`config.mk`:
```
export PLATFORM = sky130hd
export DESIGN_NAME = axil_h2c_vip
export DESIGN_NICKNAME = d
export VERILOG_FILES = /design/src/rtl/axil_h2c_vip_pkg.sv /design/src/rtl/axil_h2c_vip_h2c_pkt_gen.sv /design/src/rtl/axil_h2c_vip.sv
export SDC_FILE = /design/constraint.sdc
export NUM_CORES = 2
export LEC_CHECK = 0
export ABC_AREA = 1
export BUFFER_PORTS_ARGS = -buffer_cell sky130_fd_sc_hd__buf_2
export CORE_AREA = 2 2 557 559
export DETAILED_ROUTE_END_ITERATION = 7
export DIE_AREA = 0 0 559 561
export SLEW_MARGIN = 5
export SYNTH_ARGS = -nofsm -noshare
export SYNTH_HDL_FRONTEND = slang
export SYNTH_SLANG_ARGS = --single-unit
```
`constraint.sdc`:
```
create_clock -name aclk -period 2.5 [get_ports aclk]
set_input_delay 0 -clock aclk [delete_from_list [all_inputs] [get_ports aclk]]
set_output_delay 0 -clock aclk [all_outputs]
set_load 0.1 [all_outputs]
```
`src/rtl/axil_h2c_vip_pkg.sv`:
```
// Shared types for the host-side AXI-Lite / H2C stream stimulus master.
// Holds the register FSM encoding and the packed H2C sideband layout.
package axil_h2c_vip_pkg;

    localparam int TUSER_W    = 49;
    localparam int H2C_DATA_W = 512;

    typedef enum logic [2:0] {
        S_IDLE,
        S_WR,
        S_WAIT_B,
        S_RD_A,
        S_WAIT_R
    } axil_state_e;

    typedef struct packed {
        logic [31:0] mdata;
        logic [5:0]  mty;
        logic [10:0] qid;
    } h2c_user_t;

endpackage

```
`src/rtl/axil_h2c_vip_h2c_pkt_gen.sv`:
```
// Packet generator: splits a byte length into 64-byte beats that carry
// their own beat index as fill data, with mty on the final beat.
module h2c_pkt_gen
    import axil_h2c_vip_pkg::*;
(
    input  logic                  clk,
    input  logic                  rst,
    input  logic                  start,
    input  logic [15:0]           len,
    input  logic [10:0]           qid,
    input  logic                  slot,
    output logic                  busy,
    output logic                  beat_valid,
    output logic [H2C_DATA_W-1:0] beat_data,
    output h2c_user_t             beat_user,
    output logic                  beat_last
);

    logic [15:0] len_q;
    logic [10:0] qid_q;
    logic [10:0] nb_q;
    logic [10:0] idx_q;
    logic [10:0] nb_in;
    logic        accept;
    logic        fire;
    logic [15:0] cur_len;
    logic [10:0] cur_qid;
    logic [10:0] cur_nb;
    logic [10:0] cur_idx;

    assign accept     = start && !busy && (len != 16'd0);
    assign beat_valid = busy || accept;
    assign fire       = beat_valid && slot;
    assign nb_in      = {1'b0, len[15:6]} + {10'd0, |len[5:0]};

    // Beat 0 comes straight from the request so it can load on accept.
    always_comb begin
        cur_len   = busy ? len_q : len;
        cur_qid   = busy ? qid_q : qid;
        cur_nb    = busy ? nb_q : nb_in;
        cur_idx   = busy ? idx_q : 11'd0;
        beat_last = (cur_idx == cur_nb - 11'd1);
        beat_data = {64{cur_idx[7:0]}};
        beat_user = '{
            mdata: {16'd0, cur_len},
            mty:   beat_last ? 6'd0 - cur_len[5:0] : 6'd0,
            qid:   cur_qid
        };
    end

    always_ff @(posedge clk) begin
        if (rst) begin
            busy  <= 1'b0;
            len_q <= '0;
            qid_q <= '0;
            nb_q  <= '0;
            idx_q <= '0;
        end else begin
            if (accept) begin
                len_q <= len;
                qid_q <= qid;
                nb_q  <= nb_in;
            end
            if (fire) begin
                idx_q <= beat_last ? 11'd0 : cur_idx + 11'd1;
                busy  <= !beat_last;
            end else if (accept) begin
                idx_q <= 11'd0;
                busy  <= 1'b1;
            end
        end
    end

endmodule

```
`src/rtl/axil_h2c_vip.sv`:
```
// Host-side stimulus master: single-outstanding AXI4-Lite register
// commands plus a one-deep 512-bit H2C stream slice with a generator.
module axil_h2c_vip
    import axil_h2c_vip_pkg::*;
(
    input  logic                  aclk,
    input  logic                  areset,
    input  logic                  cmd_valid,
    output logic                  cmd_ready,
    input  logic                  cmd_write,
    input  logic [31:0]           cmd_addr,
    input  logic [31:0]           cmd_wdata,
    output logic                  rsp_valid,
    output logic                  rsp_write,
    output logic [31:0]           rsp_rdata,
    output logic [1:0]            rsp_resp,
    output logic [31:0]           m_axi_awaddr,
    output logic [2:0]            m_axi_awprot,
    output logic                  m_axi_awvalid,
    input  logic                  m_axi_awready,
    output logic [31:0]           m_axi_wdata,
    output logic [3:0]            m_axi_wstrb,
    output logic                  m_axi_wvalid,
    input  logic                  m_axi_wready,
    input  logic [1:0]            m_axi_bresp,
    input  logic                  m_axi_bvalid,
    output logic                  m_axi_bready,
    output logic [31:0]           m_axi_araddr,
    output logic [2:0]            m_axi_arprot,
    output logic                  m_axi_arvalid,
    input  logic                  m_axi_arready,
    input  logic [31:0]           m_axi_rdata,
    input  logic [1:0]            m_axi_rresp,
    input  logic                  m_axi_rvalid,
    output logic                  m_axi_rready,
    input  logic                  h2c_in_valid,
    output logic                  h2c_in_ready,
    input  logic [H2C_DATA_W-1:0] h2c_in_data,
    input  logic [31:0]           h2c_in_mdata,
    input  logic [5:0]            h2c_in_mty,
    input  logic [10:0]           h2c_in_qid,
    input  logic                  h2c_in_last,
    input  logic                  gen_start,
    input  logic [15:0]           gen_len,
    input  logic [10:0]           gen_qid,
    output logic                  gen_busy,
    output logic                  m_axis_tvalid,
    input  logic                  m_axis_tready,
    output logic [H2C_DATA_W-1:0] m_axis_tdata,
    output logic                  m_axis_tlast,
    output logic [TUSER_W-1:0]    m_axis_tuser
);

    axil_state_e state;

    assign m_axi_awprot = 3'b000;
    assign m_axi_arprot = 3'b000;
    assign m_axi_wstrb  = 4'hF;

    always_ff @(posedge aclk) begin
        if (areset) begin
            state         <= S_IDLE;
            cmd_ready     <= 1'b1;
            rsp_valid     <= 1'b0;
            rsp_write     <= 1'b0;
            rsp_rdata     <= '0;
            rsp_resp      <= '0;
            m_axi_awaddr  <= '0;
            m_axi_awvalid <= 1'b0;
            m_axi_wdata   <= '0;
            m_axi_wvalid  <= 1'b0;
            m_axi_bready  <= 1'b0;
            m_axi_araddr  <= '0;
            m_axi_arvalid <= 1'b0;
            m_axi_rready  <= 1'b0;
        end else begin
            rsp_valid <= 1'b0;
            unique case (state)
                S_IDLE: begin
                    // cmd_ready re-arms one cycle after the response pulse.
                    if (cmd_ready && cmd_valid) begin
                        cmd_ready <= 1'b0;
                        if (cmd_write) begin
                            m_axi_awaddr  <= cmd_addr;
                            m_axi_wdata   <= cmd_wdata;
                            m_axi_awvalid <= 1'b1;
                            m_axi_wvalid  <= 1'b1;
                            state         <= S_WR;
                        end else begin
                            m_axi_araddr  <= cmd_addr;
                            m_axi_arvalid <= 1'b1;
                            state         <= S_RD_A;
                        end
                    end else begin
                        cmd_ready <= 1'b1;
                    end
                end
                S_WR: begin
                    if (m_axi_awready) m_axi_awvalid <= 1'b0;
                    if (m_axi_wready)  m_axi_wvalid  <= 1'b0;
                    if ((!m_axi_awvalid || m_axi_awready) &&
                        (!m_axi_wvalid || m_axi_wready)) begin
                        m_axi_bready <= 1'b1;
                        state        <= S_WAIT_B;
                    end
                end
                S_WAIT_B: begin
                    if (m_axi_bvalid) begin
                        m_axi_bready <= 1'b0;
                        rsp_valid    <= 1'b1;
                        rsp_write    <= 1'b1;
                        rsp_rdata    <= '0;
                        rsp_resp     <= m_axi_bresp;
                        state        <= S_IDLE;
                    end
                end
                S_RD_A: begin
                    if (m_axi_arready) begin
                        m_axi_arvalid <= 1'b0;
                        m_axi_rready  <= 1'b1;
                        state         <= S_WAIT_R;
                    end
                end
                S_WAIT_R: begin
                    if (m_axi_rvalid) begin
                        m_axi_rready <= 1'b0;
                        rsp_valid    <= 1'b1;
                        rsp_write    <= 1'b0;
                        rsp_rdata    <= m_axi_rdata;
                        rsp_resp     <= m_axi_rresp;
                        state        <= S_IDLE;
                    end
                end
                default: state <= S_IDLE;
            endcase
        end
    end

    logic                  slot;
    logic                  in_fire;
    logic                  gen_valid;
    logic [H2C_DATA_W-1:0] gen_data;
    h2c_user_t             gen_user;
    logic                  gen_last;
    h2c_user_t             tuser_q;

    assign slot         = !m_axis_tvalid || m_axis_tready;
    assign h2c_in_ready = slot && !gen_busy && !gen_start;
    assign in_fire      = h2c_in_valid && h2c_in_ready;
    assign m_axis_tuser = tuser_q;

    h2c_pkt_gen u_gen (
        .clk        (aclk),
        .rst        (areset),
        .start      (gen_start),
        .len        (gen_len),
        .qid        (gen_qid),
        .slot       (slot),
        .busy       (gen_busy),
        .beat_valid (gen_valid),
        .beat_data  (gen_data),
        .beat_user  (gen_user),
        .beat_last  (gen_last)
    );

    always_ff @(posedge aclk) begin
        if (areset) begin
            m_axis_tvalid <= 1'b0;
            m_axis_tdata  <= '0;
            m_axis_tlast  <= 1'b0;
            tuser_q       <= '0;
        end else if (slot) begin
            m_axis_tvalid <= gen_valid || in_fire;
            if (gen_valid) begin
                m_axis_tdata <= gen_data;
                m_axis_tlast <= gen_last;
                tuser_q      <= gen_user;
            end else if (in_fire) begin
                m_axis_tdata <= h2c_in_data;
                m_axis_tlast <= h2c_in_last;
                tuser_q      <= '{
                    mdata: h2c_in_mdata,
                    mty:   h2c_in_mty,
                    qid:   h2c_in_qid
                };
            end
        end
    end

endmodule

```
==> flow_summary.json <==
{
  "syn-cell-area_mm2": 0.0294,
  "htreeDepth": 3,
  "cp-end-kind": "flip-flop",
  "synth_top_area_share_pct": 51.4,
  "ctsRootBufferMaster": "clkbuf_16",
  "setup_violations": 0,
  "fmax_mhz": 415,
  "max-slew-margin-rel_pct": 30.6,
  "status": "finished, final reports clean",
  "drtIter0Drc": 3953,
  "worstPathArrival_ns": 3.18,
  "grt_pass1_vias": 38700,
  "overflow": 0,
  "critPathCapture": "m_axis_tuser[6]",
  "regToRegSetupSlack_ns": 0.12,
  "cp.required_ns": 3.27,
  "cp_max_fo": 16,
  "hpwl_mm": 197,
  "rr_endpoint": "m_axi_wdata[23]",
  "nNetsFinal": 6867,
  "setup_ws_ns": 0.0884,
  "ir_drop_mv": 0.721,
  "critPathKind": "input port to flip-flop",
  "die_y_um": 561,
  "finalHoldViolations": 0,
  "max_stage_delay_ns": 0.58,
  "multi_input_area_mm2": 0.0125,
  "crit_path_start": "gen_len[7]",
  "yosys_most_used_dff": "dfxtp_1",
  "cts_buffers": 103,
  "fillers": 34000,
  "pin_count": 1414,
  "regArea_mm2": 0.0151,
  "cts_tree": "built",
  "r2r_cells": 12,
  "p_leak_uw": 0.0241,
  "fp.coreArea_mm2": 0.308,
  "ant_nets": 0,
  "yosysTopAreaCell": "dfxtp_1",
  "grt_pass1_wl_mm": 338,
  "synth_cell_types": 38,
  "gp_congestion": 0.986,
  "clk_pin_slew_ns": 0.06,
  "totalWireLength_mm": 260,
  "drv_slew": 0,
  "synth-edff-count": 0,
  "ys_seq_elements": 754,
  "drive_above_1_share_pct": 28.6,
  "path_cells": "dlygate4sd3_1, buf_2, nor2_1, nand3_1, nor3_1, nand3b_1, nand2_1, dlygate4sd3_1, buf_4, nor2_4, buf_8, nand2_1, a41oi_1, dlygate4sd3_1",
  "clock-skew-final_ns": 0.0867,
  "syn-instance-count": 3740,
  "r2r-start": "state[1]",
  "worstMarginPinSlew_ns": 1.04,
  "first_pass_iters": 8,
  "port_buffers": 1403,
  "viasPerCell": 3.84,
  "fin_crit_ns": 2.41,
  "design.die.area_mm2": 0.314,
  "grtUsageTotal_pct": 15.6,
  "grt_max_degree": 123,
  "max_cap_violations": 0,
  "start_util_pct": 9.54,
  "dr_total_vias": 40100,
  "cp-start-kind": "input port",
  "insertion_delay_ns": 0.84,
  "path_common_cell": "dlygate4sd3_1",
  "drc_errors": 0,
  "placementRows": 204,
  "clock_sinks": 754,
  "worstHoldPathType": "input port to flip-flop",
  "area_growth_pct": 93.2,
  "synth.yosys.seq_area_share_pct": 51.4,
  "wl_per_cell_um": 24.9,
  "clock_path_buffers": 4,
  "cpMaxStageDelayCell": "dlygate4sd3_1",
  "async_flop_share_pct": 0,
  "power_per_cell_area_mw_per_mm2": 829,
  "finalPower_uw": 47000,
  "ys_warn_count": 0,
  "pre_cts_ws_ns": -0.137,
  "synthTopCellsByArea": "dfxtp_1 (51%), o21ai_0 (11%), a31oi_1 (11%)",
  "finalCritPeriodShare_pct": 96.5,
  "synth_area_per_cell_um2": 7.85,
  "dieWidth_um": 559,
  "antenna_found_initial": 143
}
-- metrics by stage --
stage          utilization [%]  hold WS, ns  setup TNS, ns  instances  instance area, µm²
6_report                  18.4       0.0513              0      10400               56700
5_1_grt                   18.4      0.00634        -0.0760      10400               56700
4_1_cts                   18.3     0.000161              0      10300               56200
3_5_place_dp              13.5        0.223          -2.31       9034               41600
3_3_place_gp              13.5        0.220          -4.04       9034               41600
2_1_floorplan                -        0.113         -72.25       3748               29700
-- worst max-delay path: cells and delay by family --
| kind | cells | cell delay (ns) |
|---|---|---|
| buffers and inverters | 6 | 2.32 |
| AND/OR/NAND/NOR | 7 | 0.65 |
| AO/OA/AOI/OAI | 1 | 0.19 |
-- cell usage after synthesis, types with 4 or more instances --
cell type  instances
nand2_1          791
dfxtp_1          754
o21ai_0          666
a31oi_1          520
nor2_1           249
clkbuf_1         232
buf_2            125
a21oi_1          101
nand3_1           90
inv_1             78
a41oi_1           21
buf_4             21
a22oi_1           16
nand4_1           10
nor3_1             9
xor2_1             6
ha_1               5
or2_2              5
nor2_2             4
xnor2_1            4
-- registers in the layout, indices dropped and copies added (netlist names), 2 cells and up --
name and cells:
m_axis_tdata 512, m_axis_tuser 49, m_axi_araddr 32, m_axi_awaddr 32
m_axi_wdata 32, rsp_rdata 32, u_gen.len_q 16, u_gen.idx_q 11
u_gen.nb_q 11, u_gen.qid_q 11, state 3, rsp_resp 2
-- worst min path at each step --
stage	from	endpoint	slack [ns]	cells after the start
after floorplan	gen_start	h2c_in_ready	0.11	1
after global placement	m_axi_wready	m_axi_wvalid	0.22	2
after detailed placement	m_axi_wready	m_axi_wvalid	0.22	2
after CTS	h2c_in_data[485]	m_axis_tdata[485]	0.0002	4
after global routing	h2c_in_data[377]	m_axis_tdata[377]	0.006	4
final	h2c_in_data[377]	m_axis_tdata[377]	0.05	4
-- where the power goes --
part	switching, µW	internal [µW]	total (µW)
Clock	6440	8780	15200
Combinational	14100	3690	17800
Sequential	695	13300	14000
-- layout make-up --
class | instances | area share [%]
clock buffer | 137 | 5.09
inverter | 82 | 0.605
antenna | 73 | 0.322
timing repair buffer | 2687 | 35.3
multi-input combinational | 2531 | 22.0
sequential | 754 | 26.6
clock inverter | 46 | 0.891
tap | 4120 | 9.09
timing repair inverter | 2 | 0.0243
-- kinds of logic (layout without fill, tap and decap cells) --
family	Yosys count	after routing	synth area share (%)
compound gates	1338	1338	25.6
xor+xnor	10	10	0.298
fa+ha+maj	5	5	0.213
buf+inv	464	2954	6.81
flops	754	754	51.4
other cells	2	83	0.0256
simple gates	1167	1168	15.7
-- placed cells by master, fill, tap and decap left out, types with 17 or more instances in the layout --
cell           count
a41oi_1           19
buf_12            40
diode_2           73
buf_2           1402
a21oi_1          100
o21ai_0          666
buf_4            116
nand3_1           88
dfxtp_1          752
clkbuf_16        106
nand2_1          780
clkbuf_1          17
dlygate4sd3_1   1124
inv_1             74
a31oi_1          520
nor2_1           240
-- per-layer routing --
layer	global-route usage [%]	wire length, µm
met4	11.9	23700
met3	8.06	33200
met1	16.3	91900
met2	23.9	111000
met5	0	308
-- what timing repair did --
item                                     CTS  global route
endpoints found under the setup margin     0            38
endpoints found under the hold margin    752             0
gates resized for setup                    0            34
hold buffers                            1124             0
buffers inserted                           0            13
Power figures use the tool's default switching activity.
